`config.mk`:
```
export PLATFORM = sky130hd
export DESIGN_NAME = fp_frame_max
export DESIGN_NICKNAME = d
export VERILOG_FILES = /design/src/rtl/fp_frame_max.sv
export SDC_FILE = /design/constraint.sdc
export NUM_CORES = 1
export LEC_CHECK = 0
export ABC_AREA = 1
export ABC_CLOCK_PERIOD_IN_PS = 3150
export CORE_MARGIN = 2
export CORE_UTILIZATION = 55
export CTS_CLUSTER_DIAMETER = 50
export DETAILED_ROUTE_END_ITERATION = 10
export PLACE_DENSITY = 0.92
export SYNTH_ARGS = -nofsm -noshare
export SYNTH_HDL_FRONTEND = slang
export SYNTH_SLANG_ARGS = --single-unit
```
`constraint.sdc`:
```
create_clock -name clk -period 3.15 [get_ports clk]
set_clock_uncertainty 0.1 [all_clocks]
set_input_delay 0.945 -clock clk [delete_from_list [all_inputs] [get_ports clk]]
set_output_delay 0.945 -clock clk [all_outputs]
set_load 0.05 [all_outputs]
```
`src/rtl/fp_frame_max.sv`:
```
// Streaming sign/exponent/fraction maximum finder over valid/ready framed input.
// Optional FP_FRAME_MAX_ZERO_EQ_EN: +0 and -0 compare equal (earlier one kept).
module fp_frame_max #(
  parameter int EXP_W  = 4,
  parameter int FRAC_W = 8,
  parameter int IDX_W  = 8
) (
  input  logic              clk,
  input  logic              reset,
  input  logic              in_valid,
  output logic              in_ready,
  input  logic              in_sign,
  input  logic [EXP_W-1:0]  in_exp,
  input  logic [FRAC_W-1:0] in_frac,
  input  logic              in_last,
  output logic              out_valid,
  input  logic              out_ready,
  output logic              out_sign,
  output logic [EXP_W-1:0]  out_exp,
  output logic [FRAC_W-1:0] out_frac,
  output logic [IDX_W-1:0]  out_idx,
  output logic              out_ovf
);
  localparam int M_W = EXP_W + FRAC_W;

  typedef enum logic [1:0] {EMPTY, ACC, DONE} state_t;

  state_t            state_q, state_d;
  logic              max_sign_q, max_sign_d;
  logic [M_W-1:0]    max_mag_q, max_mag_d;
  logic [IDX_W-1:0]  max_idx_q, max_idx_d;
  logic [IDX_W-1:0]  cnt_q, cnt_d;
  logic              ovf_q, ovf_d;
  logic              out_sign_q, out_sign_d;
  logic [M_W-1:0]    out_mag_q, out_mag_d;
  logic [IDX_W-1:0]  out_idx_q, out_idx_d;
  logic              out_ovf_q, out_ovf_d;

  logic [M_W-1:0]    in_mag;
  logic              take;
  logic              nxt_sign;
  logic [M_W-1:0]    nxt_mag;
  logic [IDX_W-1:0]  nxt_idx;
  logic              nxt_ovf;

  // True when operand a strictly beats operand b; equality never replaces.
  function automatic logic beats(input logic sa, input logic [M_W-1:0] ma,
                                 input logic sb, input logic [M_W-1:0] mb);
    logic r;
    if (sa != sb)
      r = ~sa;
    else if (!sa)
      r = (ma > mb);
    else
      r = (ma < mb);
`ifdef FP_FRAME_MAX_ZERO_EQ_EN
    if (ma == '0 && mb == '0)
      r = 1'b0;
`endif
    return r;
  endfunction

  assign in_mag = {in_exp, in_frac};

  always_comb begin
    take     = beats(in_sign, in_mag, max_sign_q, max_mag_q);
    nxt_sign = take ? in_sign : max_sign_q;
    nxt_mag  = take ? in_mag  : max_mag_q;
    nxt_idx  = take ? cnt_q   : max_idx_q;
    // A beat arriving with the counter at zero in ACC means the index wrapped.
    nxt_ovf  = ovf_q | (cnt_q == '0);
  end

  always_comb begin
    state_d    = state_q;
    max_sign_d = max_sign_q;
    max_mag_d  = max_mag_q;
    max_idx_d  = max_idx_q;
    cnt_d      = cnt_q;
    ovf_d      = ovf_q;
    out_sign_d = out_sign_q;
    out_mag_d  = out_mag_q;
    out_idx_d  = out_idx_q;
    out_ovf_d  = out_ovf_q;
    case (state_q)
      EMPTY: begin
        if (in_valid) begin
          max_sign_d = in_sign;
          max_mag_d  = in_mag;
          max_idx_d  = '0;
          cnt_d      = IDX_W'(1);
          ovf_d      = 1'b0;
          if (in_last) begin
            out_sign_d = in_sign;
            out_mag_d  = in_mag;
            out_idx_d  = '0;
            out_ovf_d  = 1'b0;
            state_d    = DONE;
          end else begin
            state_d    = ACC;
          end
        end
      end
      ACC: begin
        if (in_valid) begin
          max_sign_d = nxt_sign;
          max_mag_d  = nxt_mag;
          max_idx_d  = nxt_idx;
          ovf_d      = nxt_ovf;
          cnt_d      = cnt_q + IDX_W'(1);
          if (in_last) begin
            out_sign_d = nxt_sign;
            out_mag_d  = nxt_mag;
            out_idx_d  = nxt_idx;
            out_ovf_d  = nxt_ovf;
            state_d    = DONE;
          end
        end
      end
      DONE: begin
        if (out_ready) begin
          cnt_d   = '0;
          ovf_d   = 1'b0;
          state_d = EMPTY;
        end
      end
      default: state_d = EMPTY;
    endcase
  end

  always_ff @(posedge clk) begin
    if (reset) begin
      state_q    <= EMPTY;
      max_sign_q <= 1'b0;
      max_mag_q  <= '0;
      max_idx_q  <= '0;
      cnt_q      <= '0;
      ovf_q      <= 1'b0;
      out_sign_q <= 1'b0;
      out_mag_q  <= '0;
      out_idx_q  <= '0;
      out_ovf_q  <= 1'b0;
    end else begin
      state_q    <= state_d;
      max_sign_q <= max_sign_d;
      max_mag_q  <= max_mag_d;
      max_idx_q  <= max_idx_d;
      cnt_q      <= cnt_d;
      ovf_q      <= ovf_d;
      out_sign_q <= out_sign_d;
      out_mag_q  <= out_mag_d;
      out_idx_q  <= out_idx_d;
      out_ovf_q  <= out_ovf_d;
    end
  end

  assign out_valid = (state_q == DONE);
  assign in_ready  = (state_q != DONE);
  assign out_sign  = out_sign_q;
  assign out_exp   = out_mag_q[M_W-1:FRAC_W];
  assign out_frac  = out_mag_q[FRAC_W-1:0];
  assign out_idx   = out_idx_q;
  assign out_ovf   = out_ovf_q;
endmodule

```
# Word-level counts from Yosys, hierarchy flattened
# Cells that the tools add are included.
[totals]
romBits = 0
word_cells = 80
ramBits = 0
output_inout_bits = 24
register_bits = 54
n_memories = 0
in_bits = 18
latchBits = 0
[op_classes]
n_reduce_logical = 8
n_mux = 48
eq_ne = 9
n_bitwise = 2
add_sub_neg = 1
multipliers = 0
shifts = 0
magnitude_cmp = 2
n_div = 0
[op_table]
columns = ["operator", "count"]
rows = [
  ["12-bit 2-to-1 mux", 7],
  ["8-bit 2-to-1 mux", 10],
  ["12-bit case mux with 2 select lines", 2],
  ["8-bit case mux with 2 select lines", 2],
  ["8-bit case mux with 3 select lines", 1],
  ["1-bit 2-to-1 mux", 16],
  ["12-bit greater-than comparator", 1],
  ["12-bit < comparator", 1],
  ["2-bit 2-to-1 mux", 5],
  ["2-bit != test (second input constant)", 5],
  ["8-bit by 1-bit adder with 8-bit output (second input constant)", 1],
  ["8-bit zero test", 1],
  ["4-bit AND reduction", 2],
  ["1-bit case mux with 2 select lines", 3],
  ["2-bit case mux with 3 select lines", 1],
  ["5-bit AND reduction", 1],
  ["1-bit case mux with 3 select lines", 1],
  ["3-bit AND reduction", 1],
  ["3-bit nonzero test", 1],
  ["2-bit by 1-bit equality test with 1-bit output (second input constant)", 1],
  ["2-bit equality test (second input constant)", 1],
  ["2-bit zero test", 1],
  ["2-bit by 1-bit != test with 1-bit output (second input constant)", 1],
  ["2-bit nonzero test", 1],
  ["3 further kinds", 3],
]

# Longest topological paths before layout
[depth]
word_depth = 7
ltp_mapped = 18
depth_no_buf = 17

# Worst setup path after synthesis
# No wires, ideal clock.
[synth_timing]
path_type = "input to register"
from = "input in_exp[3]"
to = "register max_mag_q[10]"
path_stages = 15
setup_time_ns = 0.109
required_time_ns = 2.941
path_buffers = 1
path_slack_ns = 0.692
arrival_time_ns = 2.249
path_cell_list = "ha_1 nand2_1 inv_2 nand2_2 nor2_2 nand2_1 nand4_1 nand2_4 nand2_4 nand2_4 buf_8 nand2_2 nand3_1 nand2_1 inv_1"
[synth_between]
elab_chain_len = 6
elab_cells_between_ends = 7
cone_classes = "order compare (2); mux (5)"
[synth_rtl]
columns = ["item", "line", "source"]
rows = [
  ["start, declared", "13", "input logic [EXP_W-1:0] in_exp,"],
  ["12-bit greater-than comparator or 12-bit < comparator (tied branches)", "53, 55", ""],
  ["1-bit 2-to-1 mux (*)", "52", "else if (!sa)"],
  ["1-bit 2-to-1 mux (*)", "50", "if (sa != sb)"],
  ["12-bit 2-to-1 mux (*)", "68", "nxt_mag = take ? in_mag : max_mag_q;"],
  ["12-bit 2-to-1 mux (*)", "105", "if (in_valid) begin"],
  ["12-bit case mux with 2 select lines (*)", "85", "case (state_q)"],
  ["end signal, assigned", "146", "max_mag_q <= max_mag_d;"],
  ["end, declared", "30", "logic [M_W-1:0] max_mag_q, max_mag_d;"],
]
# Mark *: on every way between the ends. The rest lies on a longest branch, timed or not. The select of a mux whose other input is x is not followed.
# A chain may end at the register's enable or synchronous reset.

# Final worst setup path
[layout_timing]
from = "input in_frac[1]"
to = "register max_mag_q[2]"
[layout_between]
elab_chain_len = 6
elab_cells_between_ends = 7
cone_classes = "order compare (2); mux (5)"
[layout_rtl]
columns = ["item", "line", "source"]
rows = [
  ["start, declared", "14", "input logic [FRAC_W-1:0] in_frac,"],
  ["12-bit greater-than comparator or 12-bit < comparator (tied branches)", "53, 55", ""],
  ["1-bit 2-to-1 mux (*)", "52", ""],
  ["1-bit 2-to-1 mux (*)", "50", ""],
  ["12-bit 2-to-1 mux (*)", "68", ""],
  ["12-bit 2-to-1 mux (*)", "105", ""],
  ["12-bit case mux with 2 select lines (*)", "85", ""],
]
# Marks and branches as above.

==> metrics.txt <==
Synth Area per Inst=a little over 7 sq um; Max-Cap Viols=0; EDFF count, synth=0; all-layer global routing usage=0.249; cell-internal power=between 1 and 1.5 mW; worst vdd ir=between 0.0005 and 0.0006 V; Placed Cells=just over 500; most common flop cell mapped by yosys=dfxtp_1; WL met3=roughly 380 um; WL final=approximately 6900 um; Layout area overhead=19.0%; sequential area share after synthesis=0.364; H-tree depth=2; reg2reg setup slack=about 0.91 ns; critical path capture point type=flip-flop; height of the chip=77.5 um; CTS clk-pin slew, worst paths=around 0.10 ns; Final nets=approximately 490; clk sinks=54; Via density=roughly 5.3; CTS tree=yes; Post-CTS Repair Setup Buffers=0; IO Port Bufs=41; Root Buffer=clkbuf_8; cts repair resizes=0; Slew @ Worst Pin=around 0.51 ns; commonest non-fill, non-tap cell in the layout=inv_1; final number of setup-violating endpoints=0; vias after detailed routing=approximately 2800; Peak Freq=approximately 340 MHz; minimum clock period=approximately 3 ns; most frequent cells in the layout=73 x inv_1, 62 x nand2_1, 55 x nand3_1, 54 x dfxtp_1, 41 x clkdlybuf4s50_1; Hold WS=~0.38 ns; vias in the first global route=between 2000 and 3000; Net Count, Synth=453; final-report hold violation count=0; fin crit share=0.935; Lkg Pwr=1.64 nW; Reg power frac=0.341; combinational share of power=0.515; largest net degree at the start of global routing=between 40 and 50; I/O pin cnt=42; Clk pwr share=0.144; Die ar.=6000 sq um; global placement routability congestion=~0.92; WP data arrival=approximately 3.1 ns; Hold Buf Count CTS=0; Setup CP Type=in -> reg; wire length per cell=about 13 um; synth unique cells=31; Setup TNS=0 ns; total grt overflow=0; Num CTS Buffers=5; global-route wire length before repair=12200 um; Die X-Extent=between 70 and 80 um; power per cell area=788 nW/um^2; R2R cell count=16; Synth Instances=416; RSZ-0062 raised after global routing=no; DRC viols=0; initial DRC count=about 230; met2 wire length=around 3300 um; # diodes=0; Psw=1.29 mW; hold depth=2; layout cells sized above 1=0.0879; Core ar.=roughly 5200 sq um; hold crit path type=reg -> reg; total iterations of the first detailed-routing run=5; hold path endpoint=max_sign_q; status=finished, final reports clean; Critical Path Source Type=input pin; Synth Warn #=0; FFs w/ async S/R, synth=0; switching part of the total=0.462; placement row count=26; #FFs+latches synth=54; Worst EP required=3.27 ns; reg-to-reg endpoint=max_mag_q[2]; Met1 Wirelength=approximately 3000 um; Worst-Skew Late Latency=roughly 0.32 ns; RR Startpoint=max_mag_q[11]; Top Layer Used=met4; Starting Density=0.574; post-DP HPWL=between 4000 and 5000 um; headroom to the max-slew limit=0.659; Post-Layout Cell Count=roughly 530; synthesized area=between 2000 and 3000 sq um; CP max FO=12; initial antenna violation count=0; hold path start=max_sign_q; CTS Buffer Depth=2; Max Slew Vio Count=0; ANT nets after route=0
routing by layer:
layer  vias up  GRT usage
met5         -          0
met4         0      0.136
met3        27     0.0465
met2       116      0.433
met1      1251      0.287
li1       1414          -
area by class of cell:
| type | count | area, sq um |
|---|---|---|
| Clock buffer | 5 | 68.8 |
| Clock inverter | 3 | 23.8 |
| Fill cell | 415 | 1640 |
| Inverter | 76 | 285 |
| Multi-Input combinational cell | 266 | 1490 |
| Sequential cell | 54 | 1080 |
| Tap cell | 70 | 87.6 |
| Timing Repair Buffer | 51 | 498 |
cell families after synthesis:
family                   after synthesis  share of synthesized area
AND/OR/NAND/NOR                      162                      0.261
adder cells (fa/ha/maj)               19                     0.0800
buffers and inverters                 96                      0.135
flip-flops                            54                      0.364
AO/OA/AOI/OAI                         85                      0.160
power groups by stage:
stage,Combinational (mW),Sequential [mW],Clock [mW]
final,1.43,0.949,0.402
after detailed placement,1.41,0.961,0
after CTS,1.42,0.947,0.408
after floorplan,0.863,1.14,0
after global placement,1.37,0.950,0
after global routing,1.59,0.970,0.439
synthesized netlist by cell type, types with 2 or more instances:
| master | number | area [sq um] |
|---|---|---|
| a21oi_1 | 39 | 195 |
| ha_1 | 19 | 238 |
| nand4_1 | 5 | 31.3 |
| nor4_1 | 2 | 12.5 |
| nand2_2 | 12 | 75.1 |
| buf_6 | 2 | 22.5 |
| nand2_1 | 62 | 233 |
| a31oi_1 | 2 | 12.5 |
| nand3_1 | 55 | 275 |
| o21a_1 | 13 | 97.6 |
| a211oi_1 | 2 | 15.0 |
| inv_1 | 73 | 274 |
| nor2_1 | 14 | 52.6 |
| buf_4 | 2 | 15.0 |
| nand2_4 | 4 | 45.0 |
| dfxtp_1 | 54 | 1080 |
| buf_2 | 5 | 25.0 |
| o21ai_0 | 24 | 120 |
| nor3_1 | 5 | 25.0 |
| inv_2 | 3 | 11.3 |
| clkbuf_1 | 9 | 33.8 |
worst max-delay path, cell delays in order:
cell	delay, ns
clkdlybuf4s50_1	0.46
ha_1	0.34
nand2_1	0.08
nand2_1	0.04
nand2_1	0.07
nand2_1	0.07
nand2_1	0.11
nand3_1	0.12
nand2_2	0.10
nand2_4	0.06
nand2_4	0.14
nand2_4	0.16
nand2_2	0.12
nand3_1	0.10
nand2_1	0.11
inv_1	0.04
metrics by stage:
| step | worst slack [ns] | utilization | power [mW] | instance area, sq um |
|---|---|---|---|---|
| 6_report | 0.205 | 0.683 | 2.78 | 3530 |
| 5_1_grt | 0.0948 | 0.683 | 3.00 | 3530 |
| 4_1_cts | 0.212 | 0.683 | 2.78 | 3530 |
| 3_5_place_dp | 0.00422 | 0.665 | 2.37 | 3440 |
| 3_3_place_gp | 0.114 | 0.665 | 2.32 | 3440 |
| 2_1_floorplan | 0.692 | - | 2.00 | 2970 |
state kept, by name, indices dropped and copies added, names as in the netlist, 2 cells and up:
register and count:
max_idx_q 8, out_mag_q 12, max_mag_q 12, state_q 2, out_idx 8, cnt_q 8
worst max-delay path by stage:
stage | cells past startpoint | endpoint | startpoint
5_1_grt | 16 | max_mag_q[2] | in_exp[3]
6_report | 16 | max_mag_q[2] | in_frac[1]
3_5_place_dp | 16 | max_mag_q[2] | in_frac[1]
2_1_floorplan | 15 | max_mag_q[10] | in_exp[3]
3_3_place_gp | 15 | max_mag_q[9] | in_exp[3]
4_1_cts | 4 | in_ready | state_q[0]
No activity file was read; power rests on OpenSTA's default activity.
